===== config.mk =====
export PLATFORM = sky130hd
export DESIGN_NAME = blink64_inv_diffusion_engine_flat
export DESIGN_NICKNAME = d
export VERILOG_FILES = /design/src/rtl/blink64_inv_diffusion_engine_if.sv /design/src/rtl/blink64_inv_diffusion_engine.sv /design/src/flat_wrapper.sv
export SDC_FILE = /design/constraint.sdc
export NUM_CORES = 1
export LEC_CHECK = 0
export BUFFER_PORTS_ARGS = -buffer_cell sky130_fd_sc_hd__buf_2
export CORE_UTILIZATION = 28
export DETAILED_ROUTE_END_ITERATION = 7
export GPL_TIMING_DRIVEN = 0
export PLACE_DENSITY = 0.56
export SYNTH_ARGS = -nofsm -noshare
export SYNTH_HDL_FRONTEND = slang
export SYNTH_SLANG_ARGS = --single-unit

===== constraint.sdc =====
create_clock -name clk -period 4.8 [get_ports clk]
set_clock_uncertainty 0.15 [all_clocks]
set_input_delay 0.48 -clock clk [delete_from_list [all_inputs] [get_ports clk]]
set_output_delay 0.48 -clock clk [all_outputs]
set_load 0.1 [all_outputs]

===== src/rtl/blink64_inv_diffusion_engine_if.sv =====
// Block-level handshake bundle for the Blink-64 inverse-diffusion engine.
// The master side feeds blocks and drains results; the slave side is the engine.
interface blink64_inv_diffusion_engine_if;
    logic        in_valid;
    logic        in_ready;
    logic [63:0] in_data;
    logic [63:0] in_rk;
    logic        out_valid;
    logic        out_ready;
    logic [63:0] out_data;
    logic        busy;

    modport master (
        output in_valid, in_data, in_rk, out_ready,
        input  in_ready, out_valid, out_data, busy
    );

    modport slave (
        input  in_valid, in_data, in_rk, out_ready,
        output in_ready, out_valid, out_data, busy
    );
endinterface


===== src/rtl/blink64_inv_diffusion_engine.sv =====
// Blink-64 inverse diffusion: optional round-key add at capture, then one
// 16-bit column per cycle is replaced by its "XOR of the other three nibbles"
// image. Column c gathers nibbles c, 4+c, 8+c and 12+c of the block.
module blink64_inv_diffusion_engine #(
    parameter bit KEY_ADD = 1'b1
) (
    input  logic                                clk,
    input  logic                                rst_n,
    blink64_inv_diffusion_engine_if.slave       bus
);

    typedef enum logic [1:0] {
        IDLE    = 2'd0,
        COMPUTE = 2'd1,
        DONE    = 2'd2
    } fsm_t;

    fsm_t        fsm_reg;
    logic [1:0]  col_reg;
    logic [63:0] blk_reg;
    logic        in_ready_reg;
    logic        out_valid_reg;
    logic        busy_reg;

    logic [63:0]      blk_next;
    logic [63:0]      capture;
    logic [3:0][3:0]  parity;

    genvar gi;

    // Column parities; each nibble XORed with its parity yields the XOR of
    // the other three nibbles of that column.
    generate
        for (gi = 0; gi < 4; gi++) begin : g_parity
            assign parity[gi] = blk_reg[4*gi +: 4]      ^ blk_reg[4*(gi+4) +: 4] ^
                                blk_reg[4*(gi+8) +: 4]  ^ blk_reg[4*(gi+12) +: 4];
        end

        // Only nibbles belonging to the selected column change this cycle.
        for (gi = 0; gi < 16; gi++) begin : g_nibble
            assign blk_next[4*gi +: 4] = (col_reg == 2'(gi % 4))
                                       ? (blk_reg[4*gi +: 4] ^ parity[gi % 4])
                                       : blk_reg[4*gi +: 4];
        end

        if (KEY_ADD) begin : g_key_add
            assign capture = bus.in_data ^ bus.in_rk;
        end else begin : g_no_key_add
            assign capture = bus.in_data;
        end
    endgenerate

    // Control FSM with registered handshake outputs; the datapath register
    // doubles as the output register so out_data is stable throughout DONE.
    always_ff @(posedge clk) begin
        if (!rst_n) begin
            fsm_reg       <= IDLE;
            col_reg       <= 2'd0;
            blk_reg       <= 64'h0;
            in_ready_reg  <= 1'b1;
            out_valid_reg <= 1'b0;
            busy_reg      <= 1'b0;
        end else begin
            case (fsm_reg)
                IDLE: begin
                    if (bus.in_valid && in_ready_reg) begin
                        blk_reg      <= capture;
                        col_reg      <= 2'd0;
                        fsm_reg      <= COMPUTE;
                        in_ready_reg <= 1'b0;
                        busy_reg     <= 1'b1;
                    end
                end
                COMPUTE: begin
                    blk_reg <= blk_next;
                    col_reg <= col_reg + 2'd1;
                    if (col_reg == 2'd3) begin
                        fsm_reg       <= DONE;
                        out_valid_reg <= 1'b1;
                    end
                end
                DONE: begin
                    // No capture here even if in_valid is high: the next block
                    // is only taken once the engine is back in IDLE.
                    if (out_valid_reg && bus.out_ready) begin
                        fsm_reg       <= IDLE;
                        out_valid_reg <= 1'b0;
                        in_ready_reg  <= 1'b1;
                        busy_reg      <= 1'b0;
                    end
                end
                default: begin
                    fsm_reg       <= IDLE;
                    col_reg       <= 2'd0;
                    in_ready_reg  <= 1'b1;
                    out_valid_reg <= 1'b0;
                    busy_reg      <= 1'b0;
                end
            endcase
        end
    end

    assign bus.in_ready  = in_ready_reg;
    assign bus.out_valid = out_valid_reg;
    assign bus.out_data  = blk_reg;
    assign bus.busy      = busy_reg;

endmodule

===== src/flat_wrapper.sv =====
// flat-port wrapper written by rule: the top's interface ports become plain ports
module blink64_inv_diffusion_engine_flat 
#(
    parameter bit KEY_ADD = 1'b1
)
  (clk, rst_n, bus_in_valid, bus_in_data, bus_in_rk, bus_out_ready, bus_in_ready, bus_out_valid, bus_out_data, bus_busy);
  blink64_inv_diffusion_engine_if bus_i ();
  input  logic clk;
  input  logic rst_n;
  input wire logic [$bits(bus_i.in_valid)-1:0] bus_in_valid;
  input wire logic [$bits(bus_i.in_data)-1:0] bus_in_data;
  input wire logic [$bits(bus_i.in_rk)-1:0] bus_in_rk;
  input wire logic [$bits(bus_i.out_ready)-1:0] bus_out_ready;
  output wire logic [$bits(bus_i.in_ready)-1:0] bus_in_ready;
  output wire logic [$bits(bus_i.out_valid)-1:0] bus_out_valid;
  output wire logic [$bits(bus_i.out_data)-1:0] bus_out_data;
  output wire logic [$bits(bus_i.busy)-1:0] bus_busy;
  assign bus_i.in_valid = bus_in_valid;
  assign bus_i.in_data = bus_in_data;
  assign bus_i.in_rk = bus_in_rk;
  assign bus_i.out_ready = bus_out_ready;
  assign bus_in_ready = bus_i.in_ready;
  assign bus_out_valid = bus_i.out_valid;
  assign bus_out_data = bus_i.out_data;
  assign bus_busy = bus_i.busy;
  blink64_inv_diffusion_engine #(.KEY_ADD(KEY_ADD)) u_core (.clk(clk), .rst_n(rst_n), .bus(bus_i));
endmodule

Yosys cells after proc, flatten, opt, wreduce, memory -nomap -nowiden
Cells that the tools add are included.
Word-level totals
  output and inout port bits: 67
  input bits: 132
  bits in registers: 71
Cells by class
  bitwise gates (word level): 32
  reduce and logical (&&, ||, !) cells: 13
  $add $sub $neg: 1
  equality and inequality tests: 11
  mux-type cells: 32
Operators with widths (number)
  $pmux 64 s2: 1
  $xor 4x4->4: 28
  $mux 4: 16
  $mux 64: 1
  $xor 64x64->64: 1
  $reduce_and 3->1: 7
  $ne 2x1->1 const B: 6
  $pmux 2 s3: 2
  $pmux 1 s3: 3
  $mux 2: 4
  $eq 2x2->1 const B: 3
  $mux 1: 5
  $eq 2x1->1 const B: 2
  $logic_not 2->1: 2
  $not 1->1: 3
  $add 2x1->2 const B: 1
  $logic_and 1x1->1: 2
  $reduce_and 2->1: 1
  $reduce_bool 2->1: 1

Longest topological paths before layout
  depth after elaboration: 6
  mapped depth: 8

Worst setup path after synthesis
No wires, ideal clock.
  path type: reg-to-reg
  start: register u_core.in_ready_reg, in the netlist u_core.bus.in_ready
  end: register u_core.blk_reg[43], in the netlist u_core.bus.out_data[43]
  path slack: 2412 ps
  data arrival time: 2172 ps
  cell stages (with the launch flop): 6
  data required time: 4583 ps
  library setup time: 67 ps
  buffers on the path: 1
  period minus slack after synthesis: 2388 ps
  cell sequence: dfxtp_1 -> nand3b_4 -> a21o_1 -> buf_6 -> or4_1 -> nand4_1
Between the ends
  word-level cells in the longest chain between the ends: 3
Ends and longest elaborated chain
  start: declaration: RTL line blink64_inv_diffusion_engine.sv:21  | logic in_ready_reg;
  start signal: assignment: RTL line blink64_inv_diffusion_engine.sv:60  | in_ready_reg <= 1'b1;
  start signal: assignment: RTL line blink64_inv_diffusion_engine.sv:70  | in_ready_reg <= 1'b0;
  start signal: assignment: RTL line blink64_inv_diffusion_engine.sv:88  | in_ready_reg <= 1'b1;
  $logic_and 1x1->1: RTL line blink64_inv_diffusion_engine.sv:66  | if (bus.in_valid && in_ready_reg) begin
  $ne 2x1->1 (no source line)
  $reduce_and 3->1 (no source line)
  end signal: assignment: RTL line blink64_inv_diffusion_engine.sv:67  | blk_reg <= capture;
  end signal: assignment: RTL line blink64_inv_diffusion_engine.sv:75  | blk_reg <= blk_next;
  end: declaration: RTL line blink64_inv_diffusion_engine.sv:20  | logic [63:0] blk_reg;
No other way between the ends.
A chain may end at the register's enable or synchronous reset.

Final worst setup path
  start: register u_core.fsm_reg[1]
  end: register u_core.blk_reg[7], in the netlist u_core.bus.out_data[7]
Between the ends
  word-level cells in the longest chain between the ends: 3
Ends and longest elaborated chain
  start: declaration: RTL line blink64_inv_diffusion_engine.sv:18  | fsm_t fsm_reg;
  start signal: assignment: RTL line blink64_inv_diffusion_engine.sv:57  | fsm_reg <= IDLE;
  start signal: assignment: RTL line blink64_inv_diffusion_engine.sv:69  | fsm_reg <= COMPUTE;
  start signal: assignment: RTL line blink64_inv_diffusion_engine.sv:78  | fsm_reg <= DONE;
  $eq 2x1->1 or $logic_not 2->1 (tied branches): RTL line blink64_inv_diffusion_engine.sv:64  | case (fsm_reg)
  $ne 2x1->1 (no source line) or $reduce_bool 2->1 (tied branches)
  $reduce_and 3->1 (no source line)
Parallel ways exist; a longest one is shown, timed or not.

==> summary.txt <==
Yosys
  – Mux cell area share after synthesis: 0%
  – Combinational family with the most area after synthesis: simple AND/OR/NAND/NOR gates
  – Seq cells post-synth: 71
  – Compound-Gate Fraction of Synth Area: 11.4%
  – Post-synthesis sequential area ratio: approximately 27%
  – Top post-synthesis cells by count: 96 x nand4_1, 80 x xnor2_1, 71 x dfxtp_1, 68 x nand2_1, 34 x a21boi_0
  – Netlist cell types: 32
  – Syn Nets: 750
  – Post-Synthesis Cells: between 600 and 700
  – Fraction of the mapped netlist area in adder cells: 0.954%
  – Synth Cell Area: between 5000 and 6000 sq um
  – Count leader, synth: nand4_1
  – Synthesized area per cell: 8.54 sq um
  – Most common flop cell mapped by yosys: dfxtp_1
  – Top area cells in the synthesized netlist: dfxtp_1 27%, xnor2_1 13%, nand4_1 11%
  – Synth async-reset ratio: 0%
  – Post-Synth XOR/XNOR Area: ~26%
  – Simple-gate share of the synthesized area: between 20% and 30%
  – Ys Warns: 0
  – Share of Yosys cell area claimed by the top area cell type: 27.1%
  – Number of synthesized flops with an enable pin: 0
  – Yosys top cell by area: dfxtp_1

Timing
  – Min Tclk post-route: 2.26 ns
  – Relative slew slack: 41.1%
  – Setup ws final: 2.54 ns
  – Setup TNS: 0 ns
  – Final Hold Fails: 0
  – Final Slew Violations: 0
  – Unrepaired setup endpoints after global routing: no
  – WHS: roughly 0.35 ns
  – Slew @ Worst Pin: 0.884 ns
  – Tcrit/Tclk final: 47.1%
  – FMAX: about 0.44 GHz
  – Setup Viol. Count Final: 0

CTS
  – Clock tree sinks: 71
  – Clock slew at reported path FFs: ~0.060 ns
  – Post-CTS setup buffers: 0
  – H-tree Lvls: 3
  – CTS Root Cell: clkbuf_16
  – CTS tree: done
  – Clock Tree Buf Depth: 2
  – Inserted Clock Buffers: 9
  – Hold_buf cts: 0
  – Clock latency on the worst-skew pair: 0.34 ns
  – Post-CTS Resized: 0

Placement
  – Area post-placement: 6520 sq um
  – Gpl congestion: 0.812
  – Pre-CTS setup slack: 2.46 ns
  – I/O Buffers: 198
  – HPWL after DPL: 13.8 mm

Power
  – Clock share of power: 24.0%
  – Combinational share of power: about half
  – Leakage dissipation: 2.86 nW
  – Seq pwr share: between 20 and 30%
  – Cell internal pwr: 1.45 mW
  – Sw frac: roughly 47%
  – Pwr dens: between 400 and 500 nW/um^2
  – Net switching power: 1.28 mW
  – Max VDD drop: 191 uV

Floorplan
  – Initial Util: 28.9%
  – # IOs: 199
  – DIE HEIGHT: 139 microns
  – Die width: 139 microns
  – Die area: 19300 sq um
  – # rows: 49
  – CORE AREA: 18100 sq um

Setup path
  – Worst path arrival time: about 2.4 ns
  – Required time of the critical path: 4.91 ns
  – CP endpoint kind: register
  – Startpoint types: register
  – Critical Path Fanout Max: 10
  – Crit Path Class: register to register

Global routing
  – Total gr overflow: 0
  – GRT Resource Usage Total: 19.2%
  – Pin count of the biggest net entering global routing: 11
  – First-pass GRT wire length: 28.3 mm
  – Initial antenna violation count: 1
  – Vias in the first global route: 5064

Outcome
  – Status: finished with violations
  – Violated checks: DRC

Drt
  – Initial DRC count: approximately 310
  – DR WL/cell: 17.3 microns
  – Vias/cell: 5.08
  – DRC Markers: 11
  – Post-Route WL: 18.3 mm
  – Pre-antenna DRT Iters: 6
  – Remaining antenna violation count: 0
  – Via count: 5371

Cells and area
  – Filler instances: 1897
  – Post-layout util: between 30% and 40%
  – P&R area growth vs syn: 29.7%
  – Sequential Area: 1420 sq um
  – Proportion of layout cells with a drive suffix above 1: 28.3%
  – Footprint of the multi-input gates: 3570 sq um
  – Net count reported at finish: 959
  – Design area: around 7000 sq um
  – Largest register FFs: 64

Min path
  – Worst hold-check path type: input pin to register

Flow run
  – Number of max-cap violations: 0
-- layer usage --
metal	global-route usage (%)	routed length [microns]	vias up
met5	0	0	-
met4	7.95	389	0
met3	2.87	1130	22
met2	28.9	8050	222
met1	27.2	8760	2464
li1	-	-	2663
-- power by group through the flow --
| stage | clock network [mW] | logic, mW | registers (mW) |
|---|---|---|---|
| after floorplan | 0 | 0.539 | 1.24 |
| after CTS | 0.666 | 1.32 | 0.760 |
| final | 0.657 | 1.32 | 0.761 |
| after global placement | 0 | 1.32 | 0.772 |
| after detailed placement | 0 | 1.32 | 0.772 |
| after global routing | 0.695 | 1.40 | 0.775 |
-- cell families (layout without fill, tap and decap cells) --
logic type	count (synthesis)	in the layout
buf+inv	53	266
compound gates	83	83
simple gates	275	275
other cells	0	1
xor+xnor	128	128
flops	71	71
fa+ha+maj	4	4
-- critical path, cell delays in order (launching register included) --
cell and delay [ns]:
dfxtp_1 0.38, clkbuf_1 0.27, a21oi_1 0.75, buf_2 0.36
o211ai_1 0.12, a21boi_0 0.16
-- per-stage QoR --
step	total power, mW	cells
after CTS	2.75	1056
after global placement	2.09	1041
after global routing	2.87	1057
after detailed placement	2.09	1041
after floorplan	1.78	614
final	2.73	1057
-- path summary, 6_finish.rpt --
kind	slack [ns]	depth (start not counted)	to	startpoint
setup / recovery	2.54	5	u_core.bus.out_data[7]	u_core.fsm_reg[1]
hold reg to reg	0.37	2	u_core.bus.out_data[60]	u_core.bus.out_data[60]
setup reg to reg	2.54	5	u_core.bus.out_data[7]	u_core.fsm_reg[1]
hold / removal	0.35	4	u_core.bus.out_valid	bus_out_ready
-- layout make-up --
type,count,area share (%)
antenna,1,0.0368
buffer,49,3.51
clock buffer,15,4.08
inverter,4,0.221
multi-input combinational,490,52.5
sequential,71,20.9
tap,229,4.21
timing repair buffer,198,14.6
-- cells in the final DEF (no fill, tap or decap), types with 2 or more instances in the layout --
cell type and instances:
clkbuf_1 28, dfxtp_1 71, nor2_1 2, buf_1 5
ha_1 4, a21boi_0 34, nand3_1 33, clkbuf_16 9
xnor2_1 80, nand2_1 68, o211ai_1 32, nand2_2 4
a21oi_1 7, xor3_1 16, inv_1 4, xor2_1 32
o21ai_0 2, nand4_1 96, buf_2 212, nor2b_1 2
a21o_1 4, nand2b_1 33, clkbuf_8 3, or4_1 32
buf_6 5
Note: power is estimated with default switching activity, not from simulation.
